==> config.mk <==
export PLATFORM = sky130hd
export DESIGN_NAME = ps2_keycode_display
export DESIGN_NICKNAME = d
export VERILOG_FILES = /design/src/rtl/ps2_keycode_display.sv
export SDC_FILE = /design/constraint.sdc
export NUM_CORES = 1
export LEC_CHECK = 0
export ABC_AREA = 0
export BUFFER_PORTS_ARGS = -buffer_cell sky130_fd_sc_hd__buf_2
export CORE_UTILIZATION = 47
export CTS_BUF_LIST = sky130_fd_sc_hd__clkbuf_16
export DETAILED_ROUTE_END_ITERATION = 10
export PLACE_DENSITY_LB_ADDON = 0.2
export SYNTH_ARGS = -nofsm -noshare
export SYNTH_HDL_FRONTEND = slang
export SYNTH_SLANG_ARGS = --single-unit
==> constraint.sdc <==
create_clock -name clk -period 4.2 [get_ports clk]
set_clock_uncertainty 0.15 [all_clocks]
set_input_delay 0.63 -clock clk [delete_from_list [all_inputs] [get_ports clk]]
set_output_delay 0.63 -clock clk [all_outputs]
set_load 0.005 [all_outputs]
==> src/rtl/ps2_keycode_display.sv <==
// ps2_keycode_display: PS/2 set-2 scancode tracker feeding a shifting seven-segment digit register
// Ports:
//   clk, reset (async, active-high)
//   scancode_data/scancode_valid : received byte and its one-cycle strobe
//   clear_display                : synchronous clear of digits, count, last symbol and key state
//   display_flat                 : NUM_DIGITS glyphs, digit k at [7k+6:7k], digit 0 newest
//   last_symbol                  : last accepted symbol, 36 = none
//   symbol_valid                 : one-cycle pulse per accepted symbol
//   key_held                     : a recognised key is currently pressed
//   digit_count                  : non-blank digits, 0..NUM_DIGITS
module ps2_keycode_display #(
  parameter int NUM_DIGITS     = 6,
  parameter int ACTIVE_LOW_SEG = 1,
  parameter int REPEAT_FILTER  = 1
) (
  input  logic                    clk,
  input  logic                    reset,
  input  logic [7:0]              scancode_data,
  input  logic                    scancode_valid,
  input  logic                    clear_display,
  output logic [7*NUM_DIGITS-1:0] display_flat,
  output logic [5:0]              last_symbol,
  output logic                    symbol_valid,
  output logic                    key_held,
  output logic [3:0]              digit_count
);
  localparam int DW = 7*NUM_DIGITS;
  localparam logic [3:0] ND = 4'(NUM_DIGITS);
  localparam logic [6:0] BLANK = (ACTIVE_LOW_SEG != 0) ? 7'h7F : 7'h00;
  localparam logic [7:0] CODES [36] = '{
    8'h45, 8'h16, 8'h1E, 8'h26, 8'h25, 8'h2E, 8'h36, 8'h3D, 8'h3E, 8'h46,
    8'h1C, 8'h32, 8'h21, 8'h23, 8'h24, 8'h2B, 8'h34, 8'h33, 8'h43, 8'h3B,
    8'h42, 8'h4B, 8'h3A, 8'h31, 8'h44, 8'h4D, 8'h15, 8'h2D, 8'h1B, 8'h2C,
    8'h3C, 8'h2A, 8'h1D, 8'h22, 8'h35, 8'h1A};
  localparam logic [6:0] GLYPH [36] = '{
    7'h40, 7'h79, 7'h24, 7'h30, 7'h19, 7'h12, 7'h02, 7'h78, 7'h00, 7'h10,
    7'h08, 7'h00, 7'h46, 7'h40, 7'h06, 7'h0E, 7'h02, 7'h09, 7'h79, 7'h71,
    7'h09, 7'h47, 7'h40, 7'h2B, 7'h40, 7'h0C, 7'h40, 7'h08, 7'h12, 7'h07,
    7'h41, 7'h41, 7'h40, 7'h40, 7'h19, 7'h24};

  typedef enum logic [1:0] {IDLE, BREAK, EXT, EXT_BREAK} state_t;

  state_t          state_q, state_d;
  logic [DW-1:0]   disp_q, disp_d;
  logic [3:0]      cnt_q, cnt_d;
  logic [5:0]      last_q, last_d;
  logic            sv_q, sv_d;
  logic            held_q, held_d;
  logic [7:0]      code_q, code_d;
  logic [5:0]      sym;
  logic [6:0]      gl;
  logic            repeat_hit;

  always_comb begin
    sym = 6'd36;
    gl = 7'h7F;
    for (int i = 0; i < 36; i++)
      if (scancode_data == CODES[i]) begin
        sym = 6'(i);
        gl = GLYPH[i];
      end
    repeat_hit = (REPEAT_FILTER != 0) && held_q && (scancode_data == code_q);
    state_d = state_q;
    disp_d = disp_q;
    cnt_d = cnt_q;
    last_d = last_q;
    sv_d = 1'b0;
    held_d = held_q;
    code_d = code_q;
    if (clear_display) begin
      state_d = IDLE;
      disp_d = {NUM_DIGITS{BLANK}};
      cnt_d = 4'd0;
      last_d = 6'd36;
      held_d = 1'b0;
    end else if (scancode_valid) begin
      case (state_q)
        IDLE:
          if (scancode_data == 8'hF0) state_d = BREAK;
          else if (scancode_data == 8'hE0) state_d = EXT;
          else if (scancode_data == 8'h66) begin
            disp_d = DW'({BLANK, disp_q} >> 7);
            cnt_d = (cnt_q == 4'd0) ? cnt_q : cnt_q - 4'd1;
          end else if (sym != 6'd36 && !repeat_hit) begin
            disp_d = DW'({disp_q, (ACTIVE_LOW_SEG != 0) ? gl : ~gl});
            cnt_d = (cnt_q == ND) ? cnt_q : cnt_q + 4'd1;
            last_d = sym;
            sv_d = 1'b1;
            held_d = 1'b1;
            code_d = scancode_data;
          end
        BREAK: begin
          state_d = IDLE;
          held_d = (scancode_data == code_q) ? 1'b0 : held_q;
        end
        EXT: state_d = (scancode_data == 8'hF0) ? EXT_BREAK : IDLE;
        default: state_d = IDLE;
      endcase
    end
  end

  always_ff @(posedge clk or posedge reset)
    if (reset) begin
      state_q <= IDLE;
      disp_q <= {NUM_DIGITS{BLANK}};
      cnt_q <= 4'd0;
      last_q <= 6'd36;
      sv_q <= 1'b0;
      held_q <= 1'b0;
      code_q <= 8'h00;
    end else begin
      state_q <= state_d;
      disp_q <= disp_d;
      cnt_q <= cnt_d;
      last_q <= last_d;
      sv_q <= sv_d;
      held_q <= held_d;
      code_q <= code_d;
    end

  assign display_flat = disp_q;
  assign last_symbol = last_q;
  assign symbol_valid = sv_q;
  assign key_held = held_q;
  assign digit_count = cnt_q;
endmodule

; Yosys cells after proc, flatten, opt, wreduce, memory -nomap -nowiden
; Cells that the tools add are included.
[word_totals]
wordCells = 200
ff_bits = 64
input_bits = 12
out_inout_bits = 54
[classes]
n_eq_ne = 55
add_sub_neg = 2
n_reduce_logical = 16
mux = 116
bitwise = 4
[op_table]
columns = op, count
row1 = 42-bit 2-to-1 mux, 7
row2 = 6-bit 2-to-1 mux, 45
row3 = 7-bit 2-to-1 mux, 34
row4 = "8-bit by 6-bit == test with 1-bit output, second input constant", 22
row5 = "8-bit by 7-bit == test with 1-bit output, second input constant", 8
row6 = "8-bit by 5-bit == test with 1-bit output, second input constant", 7
row7 = 4-bit 2-to-1 mux, 9
row8 = "3-bit inequality test, second input constant", 7
row9 = 7-bit AND reduction, 3
row10 = "8-bit == test, second input constant", 2
row11 = 1-bit 2-to-1 mux, 14
row12 = 2-bit 2-to-1 mux, 5
row13 = 8-bit == test, 1
row14 = "2-bit inequality test, second input constant", 3
row15 = "6-bit inequality test, second input constant", 1
row16 = 6-bit AND reduction, 1
row17 = 2-bit nonzero test, 3
row18 = 3-bit nonzero test, 2
row19 = 5-bit AND reduction, 1
row20 = "4-bit by 1-bit adder with 4-bit output, second input constant", 1
row21 = "4-bit by 3-bit == test with 1-bit output, second input constant", 1
row22 = 4-bit zero test, 1
row23 = "4-bit inequality test, second input constant", 1
row24 = 1-bit NOT, 4
row25 = 9 further kinds, 10

; Longest topological paths before layout
[depth]
depth_word = 46
depth_mapped = 14
depth_no_buf = 10

; Worst setup path before layout
; Ideal clock, no wire load.
[synth_timing]
kind = input to register
start = input port scancode_data[3]
end = register cnt_q[3] (netlist: digit_count[3])
n_path_buf = 4
arrival_ps = 3108
setup_time_ps = 136
path_stages = 14
path_slack_ps = 806
required_time_ps = 3914
path_cell_list = buf_4 buf_2 nand4bb_1 or2_2 clkbuf_1 inv_1 buf_1 ha_1 a21o_1 a21oi_1 xnor2_1 nand4_1 a21oi_1 a211oi_1
[synth_via]
elab_chain_len = 41
word_cells_on_any_way = 92
classes_between = eq/ne (45) / mux (42) / reduce/logical (5)
[synth_rtl]
columns = item, line_no
row1 = start: declaration, 18  ; input logic [7:0] scancode_data,
row2 = 8-bit by 7-bit == test with 1-bit output, 58  ; if (scancode_data == CODES[i]) begin
row3 = 6-bit 2-to-1 mux (36 in a row), 58
row4 = 6-bit inequality test, 84  ; end else if (sym != 6'd36 && !repeat_hit) begin
row5 = 1-bit logical AND, 84
row6 = 3-bit nonzero test (no source line), -
row7 = 7-bit AND reduction (no source line), -
row8 = end signal: assignment, 114  ; cnt_q <= cnt_d;
row9 = end: declaration, 45  ; logic [3:0] cnt_q, cnt_d;
; Parallel ways exist; a longest one is shown, timed or not. The select of a mux whose other input is x is not followed.
; A chain may end at the register's enable or synchronous reset.

; Final worst setup path
[layout_timing]
start = input port scancode_data[1]
end = register disp_q[28] (netlist: display_flat[28])
[layout_via]
elab_chain_len = 41
word_cells_on_any_way = 90
classes_between = eq/ne (43) / mux (42) / reduce/logical (5)
[layout_rtl]
columns = item, line_no
row1 = 8-bit by 7-bit == test with 1-bit output, 58
row2 = 6-bit 2-to-1 mux (36 in a row), 58
row3 = 6-bit inequality test, 84
row4 = 1-bit logical AND, 84
row5 = 3-bit nonzero test (no source line), -
row6 = 5-bit AND reduction (no source line), -
row7 = end signal: assignment, 105  ; disp_q <= {NUM_DIGITS{BLANK}};
row8 = end signal: assignment, 113  ; disp_q <= disp_d;
row9 = end: declaration, 44  ; logic [DW-1:0] disp_q, disp_d;
; Parallel ways exist; a longest one is shown, timed or not. The select of a mux whose other input is x is not followed.

==> flow_summary.toml <==
[power_and_ir_drop]
power.leakage_nw = 2.59
p_total_mw = 1.78
power.density_mw_per_mm2 = 333
ir_drop_mv = 0.188

[sta]
holdWs_ns = 0.357
tns_ns = 0
rsz0062_at_grt = "false"
fin_crit_ns = 3.57
finalSetupViolCount = 0
period_share_pct = 85.0
clock.fmax_ghz = 0.280
drv_slew = 0
relSlewSlack_pct = 28.1
final-hold-violation-count = 0
fin_ws_ns = 0.629
worst_pin_slew_ns = 1.08

[routing]
dr_total_vias = 4374
drc = 0
routedWlPerCell_um = 19.1
dr.pass1.iters = 5
drt_iter0_drc = 393
finalWirelength_um = 14000
viasPerCell = 5.97
ant_nets = 0

[synthesis]
ys.flop_type = "dfstp_2"
synth_area_per_cell_sq_um = 8.53
ys_warn_count = 0
synth_nets = 562
synth_cell_types = 78
synth_area_sq_mm = 0.00467
synth_edf_count = 0
ys_ff_latch = 64
async_flop_share_pct = 100
synth_seq_area_share_pct = 35.5
synthCells = 547

[cells_and_area]
syn_to_final_growth_pct = 14.7
final_common_cell = "nand2_1"
layout_common_cells = "nand2_1, nor2_1, buf_2"
diodes = 0
finalNonFillerCells = 733
final_nets = 610
drive_above_1_share_pct = 28.5
stdcell_area_sq_mm = 0.00535
final_util_pct = 55.3

[global_routing]
antenna_found_initial = 0
grt_overflow_total = 0
grt_max_degree = 55
grt_pass1_vias = 3983
track_usage_pct = 28.1
grt_first_pass_wirelength_um = 22000

[status]
status = "complete, no violations"

[setup_path]
arrival_ns = 3.66
rrSetupSlack_ns = 1.86
path_delay_family = "simple AND/OR/NAND/NOR gates"
cp.depth = 9
worstPathCellList = "buf_2 > and4b_1 > o211ai_2 > nand4_1 > or4_4 > o31ai_4 > a21o_2 > buf_4 > mux2i_1"
r2r-start = "code_q[0]"
crit_buf_inv = 2
cp-end-kind = "flop"
required_ns = 4.29
cp-start-kind = "primary input"
r2r_cells = 8
critPathCapture = "display_flat[28]"
crit_slowest_cell = "or4_4"
reg2reg_to = "display_flat[28]"
path_class = "primary input to flop"
worstPathMaxFanout = 29
max_stage_delay_ns = 0.59
crit_start = "scancode_data[1]"

[clocking]
htreeDepth = 3
numCtsBuffers = 9
cts_setup_buffers = 0
clk_path_buf_depth = 2
clock_sinks = 64
cts_hold_buf = 0
clkLatencyLatePin_ns = 0.33
cts_root_buf = "clkbuf_16"
clk_pin_slew_worst_paths_ns = 0.05
ctsResizeCount = 0
cts_tree = "done"

[placement]
routabilityCongestion = 0.997
dp_hpwl_um = 9820
place_area_sq_mm = 0.00501
dpl.cell_count = 717
pre_cts_ws_ns = 0.373
portBuffers = 65

[job]
drv_cap = 0

[die]
die_h_um = 102
fp.dieW_um = 102
coreArea_sq_mm = 0.00968
std_cell_rows = 36
start_util_pct = 48.2
ios = 66
die_area_sq_mm = 0.0103

[worst_hold_path]
hold_class = "flop to flop"
==> report_power, final <==
| part | leakage (nW) | switching (mW) | internal (mW) |
|---|---|---|---|
| registers | 0.728 | 0.0243 | 0.656 |
| clock network | 0.162 | 0.291 | 0.557 |
| logic | 1.70 | 0.150 | 0.106 |
==> sequential cells by signal (all words and copies together) (netlist names) <==
signal and flops:
code_q 8, digit_count 4, display_flat 42, key_held 1, last_symbol 6, state_q 2, symbol_valid 1
==> cell usage after synthesis (3+ instances only) <==
cell,count,area share [%]
and3_1,33,4.4
nand2_1,86,6.9
dfstp_2,44,25
mux2_2,7,1.7
a211oi_1,6,0.97
nand4_1,8,1.1
o211ai_1,4,0.64
nor4b_1,5,0.94
nand4bb_1,3,0.72
nor4bb_1,4,0.86
o21ai_0,21,2.3
nand3_1,7,0.75
o31a_1,3,0.56
nor2b_1,5,0.67
nor3b_1,4,0.64
a21o_1,3,0.48
dfrtp_1,20,11
buf_2,8,0.86
nor2_1,68,5.5
buf_12,3,1.3
nand2b_1,6,0.80
a22oi_1,12,1.9
a31oi_1,5,0.67
inv_1,11,0.88
nor3_1,8,0.86
or2_2,3,0.40
xnor2_1,10,1.9
buf_6,6,1.4
buf_4,4,0.64
or4_1,3,0.48
buf_1,9,0.72
clkbuf_1,15,1.2
a21oi_1,21,2.3
nor4_1,4,0.54
mux2i_1,34,7.3
==> logic make-up after synthesis <==
| family | synth area share, % |
|---|---|
| and+or+nand+nor | 29.2 |
| AOI/OAI and AO/OA | 15.8 |
| DFF | 35.5 |
| buffers and inverters | 7.56 |
| muxes | 8.98 |
| xor gates and xnor gates | 2.06 |
| adders and majority gates | 0.965 |
==> worst min-delay path by stage <==
stage	start	cells after the start	to	slack, ns
6_report	last_symbol[3]	1	last_symbol[3]	0.36
5_1_grt	last_symbol[3]	1	last_symbol[3]	0.38
4_1_cts	last_symbol[3]	1	last_symbol[3]	0.36
3_5_place_dp	last_symbol[3]	1	last_symbol[3]	0.34
3_3_place_gp	code_q[7]	1	code_q[7]	0.34
2_1_floorplan	code_q[7]	1	code_q[7]	0.32
==> per-layer routing <==
layer / vias to the layer above / part of all wire [%] / GRT usage (%) / routed length [um]
met1: 2110 / 46 / 40.5 / 6410
met2: 195 / 46 / 42.2 / 6480
met5: - / 0 / 0 / 0
li1: 2041 / - / - / -
met3: 28 / 5.9 / 4.76 / 827
met4: 0 / 2.0 / 10.0 / 287
==> cell type report <==
type | count | area, sq um
fillers | 899 | 4330
multi-input cells | 424 | 2680
flip-flops and latches | 64 | 1660
repair buffers | 84 | 468
clock buffers | 10 | 250
well taps | 133 | 166
clock inverters | 6 | 88.8
inverters | 12 | 45.0
(Power assumes the default switching activity.)
